<file path="src/rtl/serial_link_obi_pkg.sv">
// Shared OBI request/response types for the serial-link OBI port and the
// width helper used by the arbiter and its ID FIFO.
package serial_link_obi_pkg;

  localparam int unsigned ObiAddrW = 32;
  localparam int unsigned ObiDataW = 32;
  localparam int unsigned ObiBeW   = 4;

  typedef struct packed {
    logic                req;
    logic [ObiAddrW-1:0] addr;
    logic                we;
    logic [ObiBeW-1:0]   be;
    logic [ObiDataW-1:0] wdata;
  } sl_obi_req_t;

  typedef struct packed {
    logic                gnt;
    logic                rvalid;
    logic [ObiDataW-1:0] rdata;
  } sl_obi_resp_t;

  // Index width that never collapses to zero bits.
  function automatic int unsigned idx_width(input int unsigned n);
    return (n > 1) ? $clog2(n) : 1;
  endfunction

endpackage

</file>
<file path="src/rtl/serial_link_obi_id_fifo.sv">
// Synchronous FIFO of requester indices, one entry per granted transaction
// still waiting for its rvalid.
module serial_link_obi_id_fifo
  import serial_link_obi_pkg::*;
#(
  parameter int unsigned Depth   = 4,
  parameter int unsigned IdWidth = 1
) (
  input  logic                   clk_i,
  input  logic                   rst_ni,
  input  logic                   push_i,
  input  logic [IdWidth-1:0]     id_i,
  input  logic                   pop_i,
  output logic [IdWidth-1:0]     id_o,
  output logic                   full_o,
  output logic                   empty_o,
  output logic [$clog2(Depth):0] count_o
);

  localparam int unsigned PtrW = idx_width(Depth);
  localparam int unsigned CntW = $clog2(Depth) + 1;

  logic [Depth-1:0][IdWidth-1:0] r_mem;
  logic [PtrW-1:0]               r_wr_ptr;
  logic [PtrW-1:0]               r_rd_ptr;
  logic [CntW-1:0]               r_count;
  logic                          w_push;
  logic                          w_pop;

  // Power-of-two depth lets the pointers wrap on their own; a single-entry
  // FIFO keeps its one-bit pointer pinned at zero.
  function automatic logic [PtrW-1:0] ptr_inc(input logic [PtrW-1:0] p);
    return (Depth == 1) ? '0 : p + PtrW'(1);
  endfunction

  assign full_o  = (r_count == CntW'(Depth));
  assign empty_o = (r_count == '0);
  assign count_o = r_count;
  assign id_o    = r_mem[r_rd_ptr];
  assign w_push  = push_i && !full_o;
  assign w_pop   = pop_i && !empty_o;

  always_ff @(posedge clk_i) begin
    if (!rst_ni) begin
      r_wr_ptr <= '0;
      r_rd_ptr <= '0;
      r_count  <= '0;
    end else begin
      if (w_push) begin
        r_mem[r_wr_ptr] <= id_i;
        r_wr_ptr        <= ptr_inc(r_wr_ptr);
      end
      if (w_pop) r_rd_ptr <= ptr_inc(r_rd_ptr);
      case ({w_push, w_pop})
        2'b10:   r_count <= r_count + CntW'(1);
        2'b01:   r_count <= r_count - CntW'(1);
        default: ;
      endcase
    end
  end

endmodule

</file>
<file path="src/rtl/serial_link_obi_arbiter.sv">
// Round-robin arbiter sharing one serial-link OBI port among NumReq requesters;
// responses are steered back in grant order through an ID FIFO.
module serial_link_obi_arbiter
  import serial_link_obi_pkg::*;
#(
  parameter int unsigned NumReq         = 2,
  parameter int unsigned MaxOutstanding = 4,
  parameter type         obi_req_t      = sl_obi_req_t,
  parameter type         obi_resp_t     = sl_obi_resp_t
) (
  input  logic                   clk_i,
  input  logic                   rst_ni,
  input  obi_req_t  [NumReq-1:0] obi_req_i,
  output obi_resp_t [NumReq-1:0] obi_rsp_o,
  output obi_req_t               obi_req_o,
  input  obi_resp_t              obi_rsp_i,
  output logic                   busy_o,
  output logic                   err_o
);

  localparam int unsigned IdW   = idx_width(NumReq);
  localparam int unsigned Idx2W = idx_width(2 * NumReq);

  logic [NumReq-1:0]               w_req_vec;
  logic [2*NumReq-1:0]             w_req2;
  logic [IdW-1:0]                  r_rr_ptr;
  logic [IdW-1:0]                  r_lock_idx;
  logic                            r_locked;
  logic                            r_err;
  logic [IdW-1:0]                  w_winner;
  logic                            w_any;
  logic [IdW-1:0]                  w_sel;
  logic                            w_req_out;
  logic                            w_hs;
  logic [IdW-1:0]                  w_fifo_head;
  logic [IdW-1:0]                  w_rsp_idx;
  logic                            w_rsp_hit;
  logic                            w_bypass;
  logic                            w_fifo_push;
  logic                            w_fifo_pop;
  logic                            w_full;
  logic                            w_empty;
  logic [$clog2(MaxOutstanding):0] w_count;

  always_comb begin
    w_req_vec = '0;
    for (int unsigned k = 0; k < NumReq; k++) w_req_vec[k] = obi_req_i[k].req;
  end
  assign w_req2 = {w_req_vec, w_req_vec};

  // Scan downward so the last hit written is the closest one at or after rr_ptr.
  always_comb begin : rr_search
    logic [Idx2W-1:0] idx;
    idx      = '0;
    w_any    = 1'b0;
    w_winner = '0;
    for (int i = NumReq - 1; i >= 0; i--) begin
      idx = Idx2W'(r_rr_ptr) + Idx2W'(i);
      if (w_req2[idx]) begin
        w_any    = 1'b1;
        w_winner = (idx >= Idx2W'(NumReq)) ? IdW'(idx - Idx2W'(NumReq)) : IdW'(idx);
      end
    end
  end

  assign w_sel = r_locked ? r_lock_idx : w_winner;

  // Full blocks the request from registered state only, so rvalid never reaches req.
  assign w_req_out = rst_ni && !w_full && obi_req_i[w_sel].req;
  assign w_hs      = w_req_out && obi_rsp_i.gnt;

  always_comb begin
    obi_req_o     = obi_req_i[w_sel];
    obi_req_o.req = w_req_out;
  end

  // An empty FIFO with a same-cycle handshake answers the transaction in flight.
  assign w_bypass    = w_empty && w_hs;
  assign w_rsp_idx   = w_empty ? w_sel : w_fifo_head;
  assign w_rsp_hit   = rst_ni && obi_rsp_i.rvalid && (!w_empty || w_hs);
  assign w_fifo_push = w_hs && !(w_bypass && obi_rsp_i.rvalid);
  assign w_fifo_pop  = obi_rsp_i.rvalid && !w_empty;

  always_comb begin
    obi_rsp_o = '0;
    for (int unsigned k = 0; k < NumReq; k++) begin
      obi_rsp_o[k].gnt    = w_hs && (w_sel == IdW'(k));
      obi_rsp_o[k].rvalid = w_rsp_hit && (w_rsp_idx == IdW'(k));
      obi_rsp_o[k].rdata  = obi_rsp_o[k].rvalid ? obi_rsp_i.rdata : '0;
    end
  end

  always_ff @(posedge clk_i) begin
    if (!rst_ni) begin
      r_rr_ptr   <= '0;
      r_locked   <= 1'b0;
      r_lock_idx <= '0;
      r_err      <= 1'b0;
    end else begin
      r_err      <= obi_rsp_i.rvalid && w_empty && !w_hs;
      r_locked   <= w_req_out && !obi_rsp_i.gnt;
      r_lock_idx <= w_sel;
      if (w_hs) r_rr_ptr <= (w_sel == IdW'(NumReq - 1)) ? '0 : w_sel + IdW'(1);
    end
  end

  serial_link_obi_id_fifo #(
    .Depth   (MaxOutstanding),
    .IdWidth (IdW)
  ) u_id_fifo (
    .clk_i   (clk_i),
    .rst_ni  (rst_ni),
    .push_i  (w_fifo_push),
    .id_i    (w_sel),
    .pop_i   (w_fifo_pop),
    .id_o    (w_fifo_head),
    .full_o  (w_full),
    .empty_o (w_empty),
    .count_o (w_count)
  );

  assign busy_o = rst_ni && (w_count != '0);
  assign err_o  = r_err;

endmodule
</file>
<file path="config.mk">
export PLATFORM = sky130hd
export DESIGN_NAME = serial_link_obi_arbiter
export DESIGN_NICKNAME = d
export VERILOG_FILES = /design/src/rtl/serial_link_obi_pkg.sv /design/src/rtl/serial_link_obi_id_fifo.sv /design/src/rtl/serial_link_obi_arbiter.sv
export SDC_FILE = /design/constraint.sdc
export NUM_CORES = 1
export LEC_CHECK = 0
export CAP_MARGIN = 5
export CORE_AREA = 2 2 121 123
export DETAILED_ROUTE_END_ITERATION = 8
export DIE_AREA = 0 0 123 125
export HOLD_SLACK_MARGIN = 0.05
export PLACE_DENSITY = 0.63
export SYNTH_ARGS = -nofsm -noshare
export SYNTH_HDL_FRONTEND = slang
export SYNTH_HIERARCHICAL = 1
export SYNTH_SLANG_ARGS = --single-unit
</file>
<file path="constraint.sdc">
create_clock -name clk_i -period 3.6 [get_ports clk_i]
set_input_delay 0.72 -clock clk_i [delete_from_list [all_inputs] [get_ports clk_i]]
set_output_delay 0.72 -clock clk_i [all_outputs]
set_load 0.03 [all_outputs]
</file>
==> results of run 1 <==
[routing by layer]
layer	vias to the layer above	GRT usage [%]
met2	189	38.5
met3	20	4.65
met5	-	0
met1	1988	21.7
li1	1988	-
met4	0	5.35
[Yosys cell counts, types with 5 or more instances]
cell | instances | area (sq um)
buf_4 | 6 | 45.0
buf_6 | 9 | 101
nor2b_1 | 6 | 37.5
clkbuf_1 | 21 | 78.8
buf_2 | 11 | 55.1
nand2_1 | 12 | 45.0
inv_1 | 7 | 26.3
mux2_1 | 69 | 777
ha_1 | 5 | 62.6
o31ai_2 | 65 | 813
nand3_1 | 96 | 480
dfxtp_1 | 11 | 220
[stage by stage]
step                cell area (sq um)  total power [uW]  hold slack, ns
floorplan                        3190               640           0.439
global placement                 6420              1080           0.463
detailed placement               6420              1100           0.473
CTS                              6500              1320           0.480
global route                     6540              1370           0.495
finish                           6540              1310           0.481
[cell type report]
cell class,instances,area [sq um]
clock inverters,1,5.00
multi-input cells,294,2550
flip-flops and latches,15,340
well taps,184,230
fillers,1399,7670
inverters,8,32.5
repair buffers,346,3300
clock buffers,3,75.1
[how the worst max path moves through the flow]
stage,to,slack [ns],cells past startpoint
after floorplan,u_id_fifo/count_o[2],0.66,14
after global placement,obi_rsp_o[48],0.06,6
after detailed placement,u_id_fifo/count_o[2],-0.03,12
after CTS,obi_rsp_o[32],0.04,6
after global routing,obi_rsp_o[32],0.02,6
final,obi_rsp_o[32],0.07,6
[critical path, cell delays in order]
cell             delay [ns]
clkdlybuf4s50_1        0.51
mux2i_1                0.14
a2111o_2               0.68
buf_12                 0.26
o31ai_2                0.27
buf_4                  0.21
[flip-flops by register name, summed over array words and instances (netlist names)]
signal / count
u_id_fifo/r_rd_ptr: 2
r_rr_ptr: 1
u_id_fifo/count_o: 3
u_id_fifo/r_mem: 4
err_o: 1
u_id_fifo/r_wr_ptr: 2
r_locked: 1
r_lock_idx: 1
[where the power goes]
part | switching (uW) | internal (uW)
clock | 67.7 | 148
sequential | 5.61 | 180
combinational | 475 | 431
total | 548 | 759
[logic make-up (layout without fill, tap and decap cells)]
| logic type | after synthesis | count (layout) |
|---|---|---|
| AND/OR/NAND/NOR | 134 | 134 |
| AO/OA/AOI/OAI | 78 | 78 |
| multiplexers | 74 | 74 |
| buffers and inverters | 56 | 358 |
| flip-flops | 15 | 15 |
| adder cells (fa/ha/maj) | 6 | 6 |
| XOR/XNOR | 2 | 2 |
[timing repair]
item,CTS,global route
buffers inserted,0,5
pin swaps,1,1
endpoints found under the setup margin,1,5
==> summary.txt, run 1 <==
Synthesis
  – Syn nets: 547
  – YS warnings: 6
  – Netlist cell types: 38
  – Mapped cell area: 0.00319 sq mm
  – Simple-gate share of the synthesized area: 21.7%
  – Synth Area in Compound Gates: 28.2%
  – Number of synthesized flops with an enable pin: 4
  – Post-synthesis sequential area ratio: 10.7%
  – Synth Area in XOR/XNOR: 0.549%
  – Mapped Cells: 365
  – Most used DFF post-synth: dfxtp_1
  – Syn_area_per_cell: 8.74 sq um
  – Post-synthesis async set-or-reset flop share: 0%
  – Main combinational cell family by area after synthesis: compound AO/OA/AOI/OAI gates
  – Synthesized-area fraction occupied by adder cells: 2.59%
  – Mux cell area share after synthesis: 26.3%
  – Synthesized flop and latch total: 15

Critical path
  – Critical Path Sink Type: output pin
  – Reg2Reg Depth: 12
  – Worst EP arrival: 2.81 ns
  – Reg-to-reg critical path startpoint: u_id_fifo/count_o[0]
  – Kind of critical path: primary input to output pin
  – Flop-to-flop setup slack: 0.73 ns
  – Worst Path Required: 2.88 ns
  – R2r endpoint: u_id_fifo/count_o[2]
  – Critical Path Source: obi_req_i[139]
  – CP startpoint kind: primary input
  – Crit-path max FO: 34

Place
  – Routability congestion estimate: 0.861
  – PortBufs: 315
  – HPWL Detailed: 13600 um
  – Placed insts: 842
  – Post-place setup slack: -0.0258 ns

STA
  – Fin. Hold Viols: 0
  – Setup ws final: 0.0652 ns
  – RSZ-0062 raised after global routing: false
  – Final Critical Period: 3.53 ns
  – Slew headroom: 61.3%
  – Final Max Tran Viols: 0
  – Setup-failing EPs final: 0
  – Final setup TNS: 0 ns
  – Clock Skew: 0.00550 ns
  – Final period util: 98.2%
  – Worst Tran Pin Value: 0.581 ns
  – Fmax achieved: 0.283 GHz

Detailed routing
  – Met3 Wirelength: 1270 um
  – Avg Vias per Cell: 4.92
  – Drt pass-1 iters: 4
  – Drt drc: 0
  – Met2 wire len: 8740 um
  – Uppermost layer routed: met4
  – Total wire length: 16200 um
  – M1 WL: 5760 um
  – Final ANT Viol Nets: 0
  – Wire per inst: 19.0 um
  – Vias: 4185
  – Initial DRC Count: 128

Floorplanning
  – Die ar.: 0.0154 sq mm
  – Row Count: 44
  – IO Pins: 316
  – Die width: 123 um
  – Core Area: 0.0142 sq mm
  – Die height: 125 um
  – Initial Util: 22.5%

CTS
  – CTS Hold Buffers Added: 0
  – CTS Sinks: 15
  – TritonCTS buffer count: 3
  – Post_cts resized: 0
  – Clock Tree Root: clkbuf_16
  – Worst-path clk slew: 0.05 ns
  – CTS tree: yes
  – Max clock buf depth: 2
  – Clk_lat worst skew: 0.25 ns
  – H-tree Lvls: 1

Global routing
  – Largest net degree at the start of global routing: 35
  – Grt total ovfl: 0
  – Vias in the first global route: 4276
  – Initial antenna violation count: 0
  – GRT Util Overall: 20.1%
  – First-pass GRT wire length: 24200 um

Final layout
  – Final Instance Count excl. Fillers: 851
  – Leading cell type in the layout, fill and taps excluded: clkdlybuf4s50_1
  – Final Net Count: 850
  – Share of cells above drive strength 1: 28.9%
  – Final core utilization: 46.0%
  – N_diodes: 0
  – Area Growth Syn to Fin: 105%
  – Commonest cells after routing, fill and taps aside: 232 x clkdlybuf4s50_1, 104 x buf_4, 96 x nand3_1

Power and ir drop
  – Lkg Pwr: 0.00247 uW
  – Max rail drop VDD: 0.146 mV
  – PD cells: 200 mW/mm^2

Hold path
  – Worst hold path startpoint: r_rr_ptr
  – Worst Hold Depth: 2
  – Worst Hold Class: flop to flop
  – Worst Hold Path EP: r_rr_ptr

Status
  – Outcome: finished clean

Job
  – Number of max-cap violations: 0
Note: power is estimated with default switching activity, not from simulation.
==> inputs of run 2 (changes only) <==
--- a/config.mk
+++ b/config.mk
@@ -6,11 +6,11 @@
 export NUM_CORES = 1
 export LEC_CHECK = 0
 export CAP_MARGIN = 5
-export CORE_AREA = 2 2 121 123
+export CORE_AREA = 4 4 149 79
 export DETAILED_ROUTE_END_ITERATION = 8
-export DIE_AREA = 0 0 123 125
+export DIE_AREA = 0 0 153 83
 export HOLD_SLACK_MARGIN = 0.05
-export PLACE_DENSITY = 0.63
+export PLACE_DENSITY = 0.81
 export SYNTH_ARGS = -nofsm -noshare
 export SYNTH_HDL_FRONTEND = slang
 export SYNTH_HIERARCHICAL = 1
==> summary.txt, run 2 (synthesis gave the netlist of run 1 again) <==
STA
  – Final setup TNS: 0 ns
  – Worst Tran Pin Value: 0.583 ns
  – Final Max Tran Viols: 0
  – Slew headroom: 61.1%
  – Setup-failing EPs final: 0
  – Final Critical Period: 3.52 ns
  – RSZ-0062 raised after global routing: false
  – Clock Skew: 0.00158 ns
  – Fin. Hold Viols: 0
  – Fmax achieved: 0.284 GHz
  – Final period util: 97.7%
  – Hold WS: 0.465 ns

Final layout
  – Reg with most FFs: u_id_fifo/r_mem
  – Final Instance Count excl. Fillers: 797
  – N_diodes: 0
  – Commonest cells after routing, fill and taps aside: 218 x clkdlybuf4s50_1, 103 x buf_4, 96 x nand3_1
  – Multi-input logic area: 0.00255 sq mm
  – Final Cell Area: 0.00631 sq mm
  – Final Net Count: 835
  – Register area: 340 sq um
  – Area Growth Syn to Fin: 97.8%
  – Share of cells above drive strength 1: 28.7%
  – Max reg flops: 4
  – # fillers: 930
  – Leading cell type in the layout, fill and taps excluded: clkdlybuf4s50_1

CTS
  – Clk_lat worst skew: 0.24 ns
  – CTS Sinks: 15
  – Postcts setup bufs: 0
  – Max clock buf depth: 2
  – Post_cts resized: 0
  – H-tree Lvls: 1
  – CTS tree: yes
  – Worst-path clk slew: 0.05 ns
  – CTS Hold Buffers Added: 0
  – Clock Tree Root: clkbuf_16
  – TritonCTS buffer count: 3

Critical path
  – Worst EP arrival: 2.80 ns
  – Kind of critical path: primary input to output pin
  – Crit-path max FO: 32
  – Crit path max-delay family: buffers and inverters
  – Worst-path cell chain: clkdlybuf4s50_1 > nor2b_1 > o21a_2 > inv_4 > buf_12 > mux2_1 > clkdlybuf4s50_1
  – Slowest-stage cell, CP: clkdlybuf4s50_1
  – Flop-to-flop setup slack: 0.93 ns
  – Worst Path Required: 2.88 ns
  – R2r endpoint: u_id_fifo/count_o[2]
  – CP max stage delay: 0.61 ns
  – Critical Path Sink Type: output pin
  – CP startpoint kind: primary input
  – Reg-to-reg critical path startpoint: u_id_fifo/count_o[0]
  – Crit path buf inv count: 4
  – Reg2Reg Depth: 12
  – Cell repeated most along the worst path: clkdlybuf4s50_1

Power and ir drop
  – Internal power: 743 uW
  – Max rail drop VDD: 0.148 mV
  – Comb pwr share: 68.9%
  – Clock share of power: 16.6%
  – Sw frac: 42.2%
  – Net switching power: 542 uW
  – Lkg Pwr: 0.00243 uW
  – PD cells: 204 mW/mm^2
  – Register share of total power: 14.4%

Hold path
  – Worst Hold Path EP: r_rr_ptr
  – Worst Hold Depth: 2
  – Worst Hold Class: flop to flop
  – Worst hold path startpoint: r_rr_ptr

Global routing
  – Grt total ovfl: 0
  – Vias in the first global route: 4115
  – GRT Util Overall: 24.2%
  – Initial antenna violation count: 0
  – Largest net degree at the start of global routing: 75
  – First-pass GRT wire length: 25000 um

Floorplanning
  – IO Pins: 316
  – Die width: 153 um
  – Die height: 83 um
  – Initial Util: 30.1%
  – Die ar.: 0.0127 sq mm
  – Core Area: 0.0106 sq mm
  – Row Count: 27

Place
  – HPWL Detailed: 13600 um
  – Placed insts: 793
  – Routability congestion estimate: 0.939
  – PortBufs: 315
  – DP Area: 0.00622 sq mm

Detailed routing
  – M1 WL: 6970 um
  – Wire per inst: 20.5 um
  – Met2 wire len: 8040 um
  – Drt pass-1 iters: 5
  – Drt drc: 0
  – Avg Vias per Cell: 5.20
  – Final ANT Viol Nets: 0
  – Vias: 4142
  – Initial DRC Count: 181
  – Met3 Wirelength: 892 um
  – Uppermost layer routed: met4
  – Total wire length: 16400 um

Status
  – Outcome: finished clean

Job
  – Number of max-cap violations: 0
run 2: metrics by stage:
step / utilization, % / setup slack (ns) / total power (uW)
3_3_place_gp: 58.6 / 0.0907 / 1060
6_report: 59.5 / 0.0817 / 1290
3_5_place_dp: 58.6 / 0.0607 / 1080
2_1_floorplan: - / 0.655 / 640
5_1_grt: 59.5 / 0.00373 / 1350
4_1_cts: 59.4 / 0.0572 / 1300
run 2: cell type report:
class                   count  share of cell area, %
repair buffers            331                   49.6
multi-input cells         294                   40.4
flip-flops and latches     15                   5.40
well taps                 145                   2.88
clock buffers               4                   1.25
inverters                   8                  0.516
run 2: power groups by stage:
stage / clock [uW] / combinational [uW] / sequential [uW]
finish: 214 / 886 / 186
global route: 228 / 931 / 186
floorplan: 0 / 451 / 189
CTS: 218 / 892 / 185
global placement: 0 / 875 / 188
detailed placement: 0 / 887 / 189
run 2: worst min-delay path, stage by stage, from the launching register on:
cell	delay (ns)
dfxtp_1	0.31
nand2_1	0.05
mux2i_1	0.05
run 2: worst max path at each step:
stage              startpoint                   end  slack (ns)  cells after the start
5_1_grt         obi_req_i[69]         obi_req_o[26]       0.004                      7
2_1_floorplan  obi_req_i[139]  u_id_fifo/count_o[2]        0.66                     14
6_report        obi_req_i[69]         obi_req_o[33]        0.08                      7
3_5_place_dp    obi_req_i[69]         obi_req_o[33]        0.06                      7
3_3_place_gp    obi_req_i[69]         obi_req_o[26]        0.09                      7
4_1_cts         obi_req_i[69]         obi_req_o[47]        0.06                      7
run 2: routing by layer:
| layer | vias up | track usage [%] |
|---|---|---|
| met2 | 166 | 40.9 |
| met5 | - | 0 |
| met4 | 0 | 6.31 |
| met1 | 1993 | 32.1 |
| met3 | 26 | 3.85 |
| li1 | 1957 | - |
